**src/rtl/counter_ml_if.sv**
```systemverilog
// Bundles the counter_ml control, data and status signals; the parent drives the
// master side, the counter sits on the slave side.
interface counter_ml_if #(
  parameter int W = 10
);
  logic         en;
  logic         load;
  logic [W-1:0] din;
  logic [W-1:0] term;
  logic         mode;
  logic         start;
  logic         dir;
  logic [W-1:0] q;
  logic         co;
  logic         busy;
  logic         done;

  modport master (
    output en, load, din, term, mode, start, dir,
    input  q, co, busy, done
  );

  modport slave (
    input  en, load, din, term, mode, start, dir,
    output q, co, busy, done
  );
endinterface

```
**src/rtl/counter_ml.sv**
```systemverilog
// counter_ml: loadable counter with runtime terminal value, cascade carry and a one-shot FSM.
// Down counting exists only when COUNTER_ML_DOWN_EN is defined; otherwise dir is ignored.
module counter_ml #(
  parameter int           W       = 10,
  parameter logic [W-1:0] RST_VAL = {W{1'b1}}
) (
  input  logic         clk,
  input  logic         rn,
  counter_ml_if.slave  bus
);

  typedef enum logic [1:0] {
    IDLE = 2'd0,
    RUN  = 2'd1,
    DONE = 2'd2
  } state_t;

  state_t       state_reg;
  logic [W-1:0] q_reg;
  logic [W-1:0] q_next;
  logic         busy_reg;
  logic         done_reg;
  logic         tc;
  logic         ca;
  logic         step;
  logic [W-1:0] wrap_val;
  logic [W-1:0] q_stepped;

`ifdef COUNTER_ML_DOWN_EN
  logic down;
  assign down      = bus.dir;
  assign tc        = down ? (q_reg == '0) : (q_reg == bus.term);
  assign wrap_val  = down ? bus.term : '0;
  assign q_stepped = down ? (q_reg - 1'b1) : (q_reg + 1'b1);
`else
  logic unused_dir;
  assign unused_dir = bus.dir;
  assign tc         = (q_reg == bus.term);
  assign wrap_val   = '0;
  assign q_stepped  = q_reg + 1'b1;
`endif

  // One-shot mode only counts while a run is in progress.
  assign ca   = ~bus.mode | (state_reg == RUN);
  assign step = bus.en & ca;
  // Gated by rn so a reset value that happens to match term cannot leak a carry.
  assign bus.co = rn & step & tc;

  always_comb begin
    q_next = q_reg;
    if (bus.load) begin
      q_next = bus.din;
    end else if (step) begin
      if (tc) begin
        if (!bus.mode) begin
          q_next = wrap_val;
        end
      end else begin
        q_next = q_stepped;
      end
    end
  end

  always_ff @(posedge clk or negedge rn) begin
    if (!rn) begin
      q_reg <= RST_VAL;
    end else begin
      q_reg <= q_next;
    end
  end

  // busy/done are registered alongside the state so they equal "in RUN"/"in DONE".
  always_ff @(posedge clk or negedge rn) begin
    if (!rn) begin
      state_reg <= IDLE;
      busy_reg  <= 1'b0;
      done_reg  <= 1'b0;
    end else begin
      case (state_reg)
        IDLE: begin
          if (bus.start & bus.mode) begin
            state_reg <= RUN;
            busy_reg  <= 1'b1;
          end
          done_reg <= 1'b0;
        end
        RUN: begin
          if (!bus.mode) begin
            state_reg <= IDLE;
            busy_reg  <= 1'b0;
            done_reg  <= 1'b0;
          end else if (bus.co) begin
            state_reg <= DONE;
            busy_reg  <= 1'b0;
            done_reg  <= 1'b1;
          end
        end
        DONE: begin
          state_reg <= IDLE;
          busy_reg  <= 1'b0;
          done_reg  <= 1'b0;
        end
        default: begin
          state_reg <= IDLE;
          busy_reg  <= 1'b0;
          done_reg  <= 1'b0;
        end
      endcase
    end
  end

  assign bus.q    = q_reg;
  assign bus.busy = busy_reg;
  assign bus.done = done_reg;

endmodule

```
**src/flat_wrapper.sv**
```systemverilog
// flat-port wrapper written by rule: the top's interface ports become plain ports
module counter_ml_flat 
#(
  parameter int           W       = 10,
  parameter logic [W-1:0] RST_VAL = {W{1'b1}}
)
  (clk, rn, bus_en, bus_load, bus_din, bus_term, bus_mode, bus_start, bus_dir, bus_q, bus_co, bus_busy, bus_done);
  counter_ml_if #(.W(W)) bus_i ();
  input  logic clk;
  input  logic rn;
  input wire logic [$bits(bus_i.en)-1:0] bus_en;
  input wire logic [$bits(bus_i.load)-1:0] bus_load;
  input wire logic [$bits(bus_i.din)-1:0] bus_din;
  input wire logic [$bits(bus_i.term)-1:0] bus_term;
  input wire logic [$bits(bus_i.mode)-1:0] bus_mode;
  input wire logic [$bits(bus_i.start)-1:0] bus_start;
  input wire logic [$bits(bus_i.dir)-1:0] bus_dir;
  output wire logic [$bits(bus_i.q)-1:0] bus_q;
  output wire logic [$bits(bus_i.co)-1:0] bus_co;
  output wire logic [$bits(bus_i.busy)-1:0] bus_busy;
  output wire logic [$bits(bus_i.done)-1:0] bus_done;
  assign bus_i.en = bus_en;
  assign bus_i.load = bus_load;
  assign bus_i.din = bus_din;
  assign bus_i.term = bus_term;
  assign bus_i.mode = bus_mode;
  assign bus_i.start = bus_start;
  assign bus_i.dir = bus_dir;
  assign bus_q = bus_i.q;
  assign bus_co = bus_i.co;
  assign bus_busy = bus_i.busy;
  assign bus_done = bus_i.done;
  counter_ml #(.W(W), .RST_VAL(RST_VAL)) u_core (.clk(clk), .rn(rn), .bus(bus_i));
endmodule
```
**config.mk**
```make
export PLATFORM = sky130hd
export DESIGN_NAME = counter_ml_flat
export DESIGN_NICKNAME = d
export VERILOG_FILES = /design/src/rtl/counter_ml_if.sv /design/src/rtl/counter_ml.sv /design/src/flat_wrapper.sv
export SDC_FILE = /design/constraint.sdc
export NUM_CORES = 1
export LEC_CHECK = 0
export ABC_AREA = 0
export CORE_UTILIZATION = 37
export DETAILED_ROUTE_END_ITERATION = 8
export DONT_BUFFER_PORTS = 1
export PLACE_DENSITY_LB_ADDON = 0.08
export SETUP_SLACK_MARGIN = 0.02
export SLEW_MARGIN = 20
export SYNTH_ARGS = -nofsm -noshare
export SYNTH_HDL_FRONTEND = slang
export SYNTH_SLANG_ARGS = --single-unit
```
**constraint.sdc**
```tcl
create_clock -name clk -period 2.6 [get_ports clk]
set_input_delay 0.65 -clock clk [delete_from_list [all_inputs] [get_ports clk]]
set_output_delay 0.65 -clock clk [all_outputs]
set_load 0.01 [all_outputs]
```
# After elaboration in Yosys (flattened, before gate mapping)
# Cells that the tools add are included.
# Widths: inputs -> output; s select.
# word_totals
ff_bits,14
inputBits,27
output_inout_bits,13
# classes
addsub,1
n_eq_ne,5
muxes,15
bitwise,6
reduce_logical,4
# op_table
op,count
$mux 10,4
$add 10x1->10 const B,1
$eq 10x10->1,1
$mux 1,6
$mux 2,3
$ne 3x3->1 const B,2
$and 1x1->1,4
$pmux 2 s2,1
$reduce_and 2->1,2
$eq 2x1->1 const B,1
$logic_not 2->1,1
$ne 2x1->1 const B,1
$pmux 1 s2,1
$reduce_bool 2->1,1
$not 1->1,1
$or 1x1->1,1

# Logic depth before layout (Yosys ltp)
# depth
ltp_word,8
mapped_depth,7
mapped_depth_nobuf,6

# Worst setup path after synthesis
# OpenSTA, ideal clock, no wires.
# synth_timing
path_type,input to output
from,input port bus_term[7]
to,output port bus_co
arrival_time_ps,1629
required_ps,1950
path_slack_ps,321
path_stages,4
n_path_buf,0
path_cell_list,xor2_1 nor4_4 and3_1 and3_4
# synth_between
elab_chain_len,2
# synth_lines
item,line,rtl
start: declaration,flat_wrapper.sv:14,input wire logic [$bits(bus_i.term)-1:0] bus_term;
$eq 10x10->1,counter_ml.sv:38,assign tc = (q_reg == bus.term);
$and 1x1->1,counter_ml.sv:47,assign bus.co = rn & step & tc;
end: declaration,flat_wrapper.sv:19,output wire logic [$bits(bus_i.co)-1:0] bus_co;
# Every way passes these cells.

# Final worst setup path
# layout_timing
from,"register u_core.q_reg[0], in the netlist u_core.bus.q[0]"
to,output port bus_co
# layout_between
elab_chain_len,2
# layout_lines
item,line,rtl
start: declaration,counter_ml.sv:19,logic [W-1:0] q_reg;
start signal: assignment,counter_ml.sv:68,q_reg <= q_next;
$eq 10x10->1,counter_ml.sv:38,
$and 1x1->1,counter_ml.sv:47,
# Every way passes these cells.

==> flow_summary_export.csv <==
group,metric,value,unit
logic_synthesis,synth_edf_count,0,
routing,via_per_inst,6.313,
layout,diodes,0,
setup_path,rrSetupSlack,490,ps
power_and_ir_drop,finalPower,0.5686,mW
setup_path,critPathMaxStageDelay,650,ps
cts,cts_buffer_depth,2,
timing,hold_viol,0,
power_and_ir_drop,switching_share,35.62,%
logic_synthesis,ys_warn_count,0,
global_route,grt_max_degree,26,
place,port_buffers,0,
global_route,grt_use_total,20.41,%
hold_path,hold_path.class,"in2async",
layout,nFillCells,252,
setup_path,crit_path_start_kind,"flip-flop",
flow_run,drv_cap,0,
power_and_ir_drop,p_leak,0.3964,nW
logic_synthesis,synthArstFlopShare,100.0,%
layout,layout.cells.non_filler,134,
floorplanning,fp-row-count,18,
power_and_ir_drop,power_switching,0.2025,mW
timing,skew,18.91,ps
global_route,grt_pass1_wl,4.105,mm
floorplanning,core-area,2500,um^2
place,place.gp.congestion,0.7892,
layout,largest_reg_flops,10,
logic_synthesis,synth_top_flop_cell,"dfstp_2",
global_route,grt-ovfl-total,0,
layout,final_cell_mix,"xor2_1 (10), dfstp_2 (10), a221o_1 (8)",
cts,insertion_delay,290,ps
setup_path,cp_data_arrival_time,1810,ps
cts,cts_hold_buf,0,
timing,setup_viol,0,
routing,routed_wl,2.617,mm
power_and_ir_drop,clkPwrFrac,24.2,%
logic_synthesis,syn_inst,101,
timing,max_freq,406.4,MHz
setup_path,worstPathRequired,1950,ps
routing,num_vias,846,
timing,period_minus_slack,2460,ps
outcome,outcome,"finished, final reports clean",
timing,rsz0062_at_grt,"no",
setup_path,r2r_cells,6,
floorplanning,dieArea,2886,um^2
cts,ctsRootBufferMaster,"clkbuf_4",
routing,drt-met1-wl,1.124,mm
timing,finalSetupTns,0,ps
setup_path,path_cells,"xor2_1 -> nor4_4 -> and3_1 -> and3_4",
setup_path,crit_type,"reg2out",
cts,htreeDepth,1,
setup_path,rr_startpoint,"u_core.bus.q[0]$_DFFE_PN1P_",
power_and_ir_drop,power_density,537.8,nW/um^2
timing,relSlewSlack,75.08,%
routing,drcViolationCount,0,
layout,layout.nets,133,
place,place_hpwl,1.937,mm
routing,wl_met3,178,um
cts,cts_resized,0,
global_route,grt_pass1_vias,823,
layout,syn2layout_area_growth,6.826,%
layout,drive_gt1_share,22.12,%
setup_path,critPathCaptureType,"output port",
timing,tightest_slew,368.9,ps
routing,met2_length,1.304,mm
routing,ant_nets,0,
logic_synthesis,seq_area_frac_synth,34.13,%
floorplanning,ios,40,
power_and_ir_drop,p_comb_share,24.1,%
logic_synthesis,synth.distinct_cells,39,
floorplanning,dieHeight,53.72,um
place,post-place-ws,366.5,ps
setup_path,cp_slowest_cell,"dfstp_2",
logic_synthesis,synth.avg_cell_area,9.799,um^2
logic_synthesis,synth_fp_nets,129,
routing,top_layer_used,"met4",
cts,post-cts-setup-buffers,0,
power_and_ir_drop,seqPwrFrac,51.7,%
setup_path,critPathBufInv,0,
cts,clk_pin_slew,100,ps
power_and_ir_drop,irDropWorstVdd,0.2351,mV
power_and_ir_drop,internal_power,0.3661,mW
cts,numCtsBuffers,3,
timing,min_period_over_period,94.63,%
setup_path,r2r-end,"u_core.bus.q[2]$_DFFE_PN1P_",
cts,clock_sinks,13,
setup_path,crit_path_max_fanout,7,
logic_synthesis,synth_area,989.7,um^2
routing,drt-wirelength-per-cell,19.53,um
global_route,antenna_found_initial,0,
routing,drt_iter0_markers,14,
setup_path,crit_family,"simple AND/OR/NAND/NOR gates",
logic_synthesis,ys_seq_elements,13,
timing,drv_slew,0,
cts,cts_tree,"yes",
timing,setup_slack,139.6,ps
floorplanning,die_width,53.72,um
timing,finalHoldWorstSlack,61.77,ps
floorplanning,initial_utilization,39.59,%
routing,firstDrtPassIters,4,
place,dp_cells,130,
power by group through the flow:
stage                     clock [mW]  sequential (mW)  combinational (mW)
after floorplan                    0            0.280               0.117
after global placement             0            0.297               0.133
after detailed placement           0            0.299               0.137
after CTS                      0.142            0.295               0.138
after global routing           0.155            0.301               0.153
final                          0.137            0.294               0.137
worst max path at each step:
stage                           startpoint      to  slack, ps  cells past startpoint
6_report       u_core.bus.q[0]$_DFFE_PN1P_  bus_co        140                      4
5_1_grt        u_core.bus.q[4]$_DFFE_PN1P_  bus_co         20                      4
4_1_cts        u_core.bus.q[8]$_DFFE_PN1P_  bus_co        130                      4
3_5_place_dp                   bus_term[8]  bus_co        370                      4
3_3_place_gp                   bus_term[8]  bus_co        360                      4
2_1_floorplan                  bus_term[7]  bus_co        320                      4
area by class of cell:
cell class	count	area [um^2]	share of cell area, %
Sequential cell	13	337.8	31.95
Inverter	2	7.507	0.7101
Multi-Input combinational cell	80	610.6	57.75
Clock buffer	4	26.28	2.485
Timing Repair Buffer	5	37.54	3.550
Tap cell	30	37.54	3.550
cell families after synthesis:
| group | share of synthesized area (%) |
|---|---|
| fa+ha+maj | 1.264 |
| simple gates | 27.06 |
| flops | 34.13 |
| compound gates | 24.53 |
| buf+inv | 4.172 |
| xor+xnor | 8.849 |
metal layers:
metal | up-vias | global-route usage, %
li1 | 407 | -
met3 | 2 | 3.672
met2 | 29 | 32.72
met1 | 408 | 26.77
met5 | - | 0
met4 | 0 | 7.895
cell usage after synthesis, types with 2 or more instances:
master | number | area [um^2]
a31oi_1 | 4 | 25.02
nor4_1 | 3 | 18.77
buf_2 | 2 | 10.01
nand2_1 | 7 | 26.28
o22ai_1 | 3 | 18.77
nand2b_1 | 5 | 31.28
inv_1 | 2 | 7.510
dfstp_2 | 10 | 262.8
nor4_4 | 2 | 42.54
a211oi_1 | 3 | 22.52
o21ai_0 | 2 | 10.01
nand3_1 | 2 | 10.01
nand4_1 | 3 | 18.77
and4_1 | 3 | 26.28
and3_1 | 2 | 12.51
nor2b_1 | 2 | 12.51
a221o_1 | 8 | 80.08
or3_1 | 3 | 18.77
xor2_1 | 10 | 87.58
nor2_1 | 3 | 11.26
clkbuf_1 | 2 | 7.510
dfrtp_1 | 3 | 75.07
through the flow:
step / util (%) / instance area [um^2]
3_5_place_dp: 41.24 / 1031
5_1_grt: 42.29 / 1057
4_1_cts: 42.29 / 1057
6_report: 42.29 / 1057
2_1_floorplan: - / 989.7
3_3_place_gp: 41.24 / 1031
No activity file was read; power rests on OpenSTA's default activity.
